**src/rtl/acc_power_pkg.sv**
```systemverilog
// Shared widths, operand sequencing constants and FSM encoding for the
// E/P/L power stage that follows the tracking-channel accumulators.
package acc_power_pkg;

  localparam int ACC_WIDTH_DEF = 16;
  localparam int POW_WIDTH_DEF = 2 * ACC_WIDTH_DEF;

  // Squarer operand order: I_E, Q_E, I_P, Q_P, I_L, Q_L
  localparam int              IDX_WIDTH = 3;
  localparam logic [IDX_WIDTH-1:0] LAST_IDX  = 3'd5;

  typedef enum logic [1:0] {
    IDLE   = 2'd0,
    SQUARE = 2'd1,
    DONE   = 2'd2
  } state_t;

endpackage

```
**src/rtl/acc_power_square_reg.sv**
```systemverilog
// Registered signed squarer; kept on its own so the multiply maps onto a
// single DSP block with its output register absorbed.
module square_reg #(
  parameter int W = 16
) (
  input  logic                 clk,
  input  logic                 reset,
  input  logic                 clear,
  input  logic                 en,
  input  logic signed [W-1:0]  operand,
  output logic [2*W-1:0]       square
);

  logic signed [2*W-1:0] product;

  assign product = operand * operand;

  always_ff @(posedge clk or posedge reset) begin
    if (reset) begin
      square <= '0;
    end else if (clear) begin
      square <= '0;
    end else if (en) begin
      square <= $unsigned(product);
    end
  end

endmodule

```
**src/rtl/acc_power.sv**
```systemverilog
// Snapshots the six E/P/L accumulations on acc_complete and produces
// I^2+Q^2 per tap through one time-shared squarer, handed off via valid/ready.
module acc_power
  import acc_power_pkg::*;
#(
  parameter int ACC_WIDTH = ACC_WIDTH_DEF,
  parameter int POW_WIDTH = 2 * ACC_WIDTH
) (
  input  logic                        clk,
  input  logic                        reset,
  input  logic                        clear,
  input  logic                        acc_complete,
  input  logic signed [ACC_WIDTH-1:0] acc_i_early,
  input  logic signed [ACC_WIDTH-1:0] acc_q_early,
  input  logic signed [ACC_WIDTH-1:0] acc_i_prompt,
  input  logic signed [ACC_WIDTH-1:0] acc_q_prompt,
  input  logic signed [ACC_WIDTH-1:0] acc_i_late,
  input  logic signed [ACC_WIDTH-1:0] acc_q_late,
  output logic                        busy,
  output logic                        out_valid,
  input  logic                        out_ready,
  output logic [POW_WIDTH-1:0]        power_early,
  output logic [POW_WIDTH-1:0]        power_prompt,
  output logic [POW_WIDTH-1:0]        power_late,
  output logic signed [ACC_WIDTH-1:0] i_prompt_out,
  output logic signed [ACC_WIDTH-1:0] q_prompt_out,
  output logic                        overrun
);

  state_t                 state;
  logic [IDX_WIDTH-1:0]   idx;
  logic signed [ACC_WIDTH-1:0] snap_ie, snap_qe, snap_ip, snap_qp, snap_il, snap_ql;
  logic [POW_WIDTH-1:0]   sum;
  logic [POW_WIDTH-1:0]   pend_early;
  logic [POW_WIDTH-1:0]   pend_prompt;

  logic signed [ACC_WIDTH-1:0] operand;
  logic [2*ACC_WIDTH-1:0] square;
  logic [POW_WIDTH-1:0]   acc_sum;
  logic                   consume;
  logic [IDX_WIDTH-1:0]   cidx;

  always_comb begin
    operand = '0;
    case (idx)
      3'd0:    operand = snap_ie;
      3'd1:    operand = snap_qe;
      3'd2:    operand = snap_ip;
      3'd3:    operand = snap_qp;
      3'd4:    operand = snap_il;
      3'd5:    operand = snap_ql;
      default: operand = '0;
    endcase
  end

  // The squarer output always belongs to the operand issued one edge earlier
  assign consume = ((state == SQUARE) && (idx != '0)) || (state == DONE);
  assign cidx    = idx - 3'd1;
  assign acc_sum = sum + POW_WIDTH'(square);

  square_reg #(.W(ACC_WIDTH)) u_square (
    .clk     (clk),
    .reset   (reset),
    .clear   (clear),
    .en      (state == SQUARE),
    .operand (operand),
    .square  (square)
  );

  always_ff @(posedge clk or posedge reset) begin
    if (reset) begin
      state        <= IDLE;
      idx          <= '0;
      snap_ie      <= '0;
      snap_qe      <= '0;
      snap_ip      <= '0;
      snap_qp      <= '0;
      snap_il      <= '0;
      snap_ql      <= '0;
      sum          <= '0;
      pend_early   <= '0;
      pend_prompt  <= '0;
      busy         <= 1'b0;
      out_valid    <= 1'b0;
      power_early  <= '0;
      power_prompt <= '0;
      power_late   <= '0;
      i_prompt_out <= '0;
      q_prompt_out <= '0;
      overrun      <= 1'b0;
    end else if (clear) begin
      state        <= IDLE;
      idx          <= '0;
      snap_ie      <= '0;
      snap_qe      <= '0;
      snap_ip      <= '0;
      snap_qp      <= '0;
      snap_il      <= '0;
      snap_ql      <= '0;
      sum          <= '0;
      pend_early   <= '0;
      pend_prompt  <= '0;
      busy         <= 1'b0;
      out_valid    <= 1'b0;
      power_early  <= '0;
      power_prompt <= '0;
      power_late   <= '0;
      i_prompt_out <= '0;
      q_prompt_out <= '0;
      overrun      <= 1'b0;
    end else begin
      if (out_valid && out_ready) begin
        out_valid <= 1'b0;
      end

      // Even operands start a tap sum, odd operands close it
      if (consume) begin
        if (!cidx[0]) begin
          sum <= POW_WIDTH'(square);
        end else begin
          case (cidx)
            3'd1:    pend_early  <= acc_sum;
            3'd3:    pend_prompt <= acc_sum;
            default: ;
          endcase
        end
      end

      case (state)
        IDLE: begin
          if (acc_complete) begin
            snap_ie <= acc_i_early;
            snap_qe <= acc_q_early;
            snap_ip <= acc_i_prompt;
            snap_qp <= acc_q_prompt;
            snap_il <= acc_i_late;
            snap_ql <= acc_q_late;
            idx     <= '0;
            busy    <= 1'b1;
            state   <= SQUARE;
          end
        end
        SQUARE: begin
          if (acc_complete) begin
            overrun <= 1'b1;
          end
          idx <= idx + 3'd1;
          if (idx == LAST_IDX) begin
            state <= DONE;
          end
        end
        DONE: begin
          if (acc_complete) begin
            overrun <= 1'b1;
          end
          // An unacknowledged previous set is overwritten here
          if (out_valid && !out_ready) begin
            overrun <= 1'b1;
          end
          power_early  <= pend_early;
          power_prompt <= pend_prompt;
          power_late   <= acc_sum;
          i_prompt_out <= snap_ip;
          q_prompt_out <= snap_qp;
          out_valid    <= 1'b1;
          busy         <= 1'b0;
          state        <= IDLE;
        end
        default: state <= IDLE;
      endcase
    end
  end

endmodule

```
**config.mk**
```make
export PLATFORM = sky130hd
export DESIGN_NAME = acc_power
export DESIGN_NICKNAME = d
export VERILOG_FILES = /design/src/rtl/acc_power_pkg.sv /design/src/rtl/acc_power_square_reg.sv /design/src/rtl/acc_power.sv
export SDC_FILE = /design/constraint.sdc
export NUM_CORES = 1
export LEC_CHECK = 0
export CORE_ASPECT_RATIO = 0.6
export CORE_MARGIN = 2
export CORE_UTILIZATION = 55
export CTS_CLUSTER_DIAMETER = 50
export DETAILED_ROUTE_END_ITERATION = 16
export GPL_ROUTABILITY_DRIVEN = 0
export PLACE_DENSITY = 0.86
export SLEW_MARGIN = 20
export SYNTH_ARGS = -nofsm -noshare
export SYNTH_HDL_FRONTEND = slang
export SYNTH_HIERARCHICAL = 1
export SYNTH_SLANG_ARGS = --single-unit
```
**constraint.sdc**
```tcl
create_clock -name clk -period 24.8 [get_ports clk]
set_input_delay 4.96 -clock clk [delete_from_list [all_inputs] [get_ports clk]]
set_output_delay 4.96 -clock clk [all_outputs]
set_load 0.005 [all_outputs]
```
==> summary.txt <==
Status
  – Outcome: finished, final reports clean

CTS
  – Setup repair bufs after CTS: 0
  – Clk buf depth: 3
  – Post-CTS Hold Buffers: 0
  – Clock Pin Slew Worst Setup and Hold Paths: 0.07 ns
  – CTS tree: built
  – Worst-skew pair later-pin latency: 0.58 ns
  – Clock root buffer: clkbuf_16
  – H-tree depth: 1
  – Num CTS Buffers: 31
  – Clk sinks: 359
  – Post-CTS resize count: 0

STA
  – TNS Setup: 0 ns
  – Tcrit/Tclk final: 35.5%
  – Slew Viols, Final: 0
  – Min Tclk post-route: 8.81 ns
  – FMAX: 113 MHz
  – Final Hold Fails: 0
  – Layout Skew: 0.0126 ns
  – Relative slew slack: 26.4%
  – Unrepaired setup endpoints after global routing: no
  – Worst hold margin: 0.483 ns
  – Final setup viols: 0
  – Slew @ Worst Pin: 1.10 ns

Yosys
  – Cell count after synthesis: 2,597
  – Syn_nets: 3,058
  – Mapped Area: 25,400 um2
  – Mean Syn Cell Area: 9.77 um2
  – #FFs+latches synth: 359
  – Post-synthesis compound-gate area fraction: 15.7%
  – Post-Synth Adder-Cell Area: 24.7%
  – Cell variety after synth: 85
  – Post-synthesis xor/xnor area fraction: 2.35%
  – Top_reg_cell synth: dfrtp_1
  – Number of flops mapped to enable cells by yosys: 0
  – Synth Area in Simple Gates: 11.9%
  – Async set-reset flop share out of synthesis: 100%
  – Post-synthesis mux area share: 2.71%
  – Sequential element share of the synthesized area: 35.4%
  – Largest family of logic cells by synthesized area: adder cells
  – YS warnings: 6

Detailed routing
  – Final ANT Viol Nets: 0
  – First drt pass iteration count: 7
  – Vias per cell: 6.02
  – DR iter-0 viols: 2,453
  – Via total after detailed routing: 20.4k
  – DRC violations left: 0
  – WL final: 70,400 um
  – WL/cell: 20.7 um

Job
  – Total of max-cap violations: 0

Worst setup path
  – Delay-heaviest family, CP: adder cells
  – Cells along the critical path: inv_1, ha_1, nor2b_1, a222oi_1, o21ai_1, buf_4, inv_1, nor2_1, fa_1, fa_1, fa_1, fa_1, fa_1, inv_1, fa_1, inv_1, ha_1, nand2_1, o21ai_0, o41a_1, a21oi_1, a21oi_1, or3_1, a221o_1
  – Worst path bufs/invs: 5
  – CP startpoint kind: register
  – Most used cell, CP: fa_1
  – CP max stage cell: fa_1
  – Slowest stage delay, CP: 0.97 ns
  – Critical path peak fanout: 21
  – Crit path DAT: 9.27 ns
  – Setup CP Type: reg -> reg
  – Worst EP required: 25.26 ns
  – Worst setup EP type: register
  – R2r setup slk: 15.99 ns

Power
  – Leakage Power: 14.1 nW
  – Peak supply drop: 0.0574 mV
  – Pwr per Cell Area: 63.0 nW/um2

Floorplanning
  – FP Rows: 60
  – Die footprint: 47,900 um2
  – Num ports: 232
  – Die width: 281 um
  – Chip height: 170 um
  – Initial Utilization: 56.1%
  – Core Box Area: 45,200 um2

Global routing
  – Initial antenna violation count: 0
  – Number of global-route vias before repair: 20.9k
  – Congestion Overflow GR: 0
  – Total global-route track usage: 29.6%
  – First-pass GRT wire length: 112,000 um
  – Largest net degree at the start of global routing: 108

Layout
  – Area delta synth->final: 15.2%
  – Ant diodes: 0
  – Commonest cells after routing, fill and taps aside: nand2_1, dfrtp_1, inv_1, fa_1, clkdlybuf4s50_1
  – Fillers: 3,342
  – Final nets: 3,216
  – Post-route insts no fill: 3,397
  – Area of the multi-input gates: 14,600 um2
  – Layout cells sized above 1: 5.40%
  – Commonest non-fill, non-tap cell in the layout: nand2_1
  – Register area: 8980 um2
  – Final instance area: 29,200 um2

Placed design
  – DP Area: 28,200 um2
  – DP HPWL: 52,700 um
  – Placed Cells: 3,340
  – PortBufs: 231

Worst hold path
  – Hold WC Path Type: reg -> reg
## logic make-up after synthesis
logic type,count (synthesis)
AND/OR/NAND/NOR,689
buffers and inverters,482
AO/OA/AOI/OAI,573
adder cells (fa/ha/maj),360
XOR/XNOR,68
other,1
flip-flops,359
multiplexers,65
## worst register-to-register path: cells and delay by family (launching register included)
family          cells  cell delay [ns]
flops               1             0.46
buf+inv             5             0.90
compound gates      7             1.59
fa+ha+maj           8             4.34
simple gates        4             1.43
## cells in the mapped netlist (12+ instances only)
cell type | instances | area [um2]
nor2_1 | 113 | 424
a22o_1 | 134 | 1170
inv_1 | 338 | 1270
xnor2_1 | 46 | 403
o21ai_0 | 44 | 220
mux2i_1 | 36 | 360
mux2_2 | 26 | 293
a222oi_1 | 13 | 130
a21oi_1 | 203 | 1020
clkbuf_1 | 112 | 420
dfrtp_1 | 359 | 8980
and2_1 | 41 | 257
a21o_1 | 26 | 195
fa_1 | 234 | 4680
nor2b_1 | 13 | 81.3
nand2_1 | 417 | 1570
and3_1 | 17 | 106
nor3_1 | 13 | 65.1
xor2_1 | 22 | 193
o21a_1 | 16 | 120
ha_1 | 126 | 1580
a211oi_1 | 13 | 97.6
buf_2 | 19 | 95.1
nand3_1 | 20 | 100
o31ai_1 | 22 | 165
nand2b_1 | 12 | 75.1
## through the flow
stage / power (mW) / worst slack, ns / util, %
after floorplan: 1.16 / 10.76 / -
after global placement: 1.31 / 16.07 / 62.4
after detailed placement: 1.35 / 15.98 / 62.4
after CTS: 1.82 / 16.20 / 64.5
after global routing: 1.94 / 15.61 / 64.6
final: 1.84 / 15.99 / 64.6
## final timing paths
kind                                        to       startpoint  depth (start not counted)
setup reg to reg           u_square/square[31]           idx[0]                         24
hold / removal                 pend_prompt[17]  pend_prompt[17]                          2
max in group asynchronous           snap_ie[8]            reset                          7
setup / recovery           u_square/square[31]           idx[0]                         24
hold reg to reg                pend_prompt[17]  pend_prompt[17]                          2
min in group asynchronous               sum[7]            reset                          2
## area by class of cell
class	instances	area share, %
Clock inverter	12	0.356
Timing Repair Buffer	266	8.93
Clock buffer	43	2.98
Tap cell	620	2.66
Inverter	341	4.41
Sequential cell	359	30.8
Multi-Input combinational cell	1756	49.9
## power breakdown
| part | switching, mW | leakage, nW | internal [mW] |
|---|---|---|---|
| clock | 0.226 | 0.474 | 0.256 |
| combinational | 0.419 | 8.70 | 0.269 |
| sequential | 0.0373 | 4.91 | 0.632 |
## metal layers
layer  global-route usage (%)  vias up  part of all wire [%]  wire length (um)
li1                         -     8913                     -                 -
met1                     42.0    10172                    41             28600
met2                     45.6     1222                    45             31900
met3                     8.47      126                    12              8350
met4                     6.06        0                   2.1              1480
met5                        0        -                     0                 0
(Power assumes the default switching activity.)
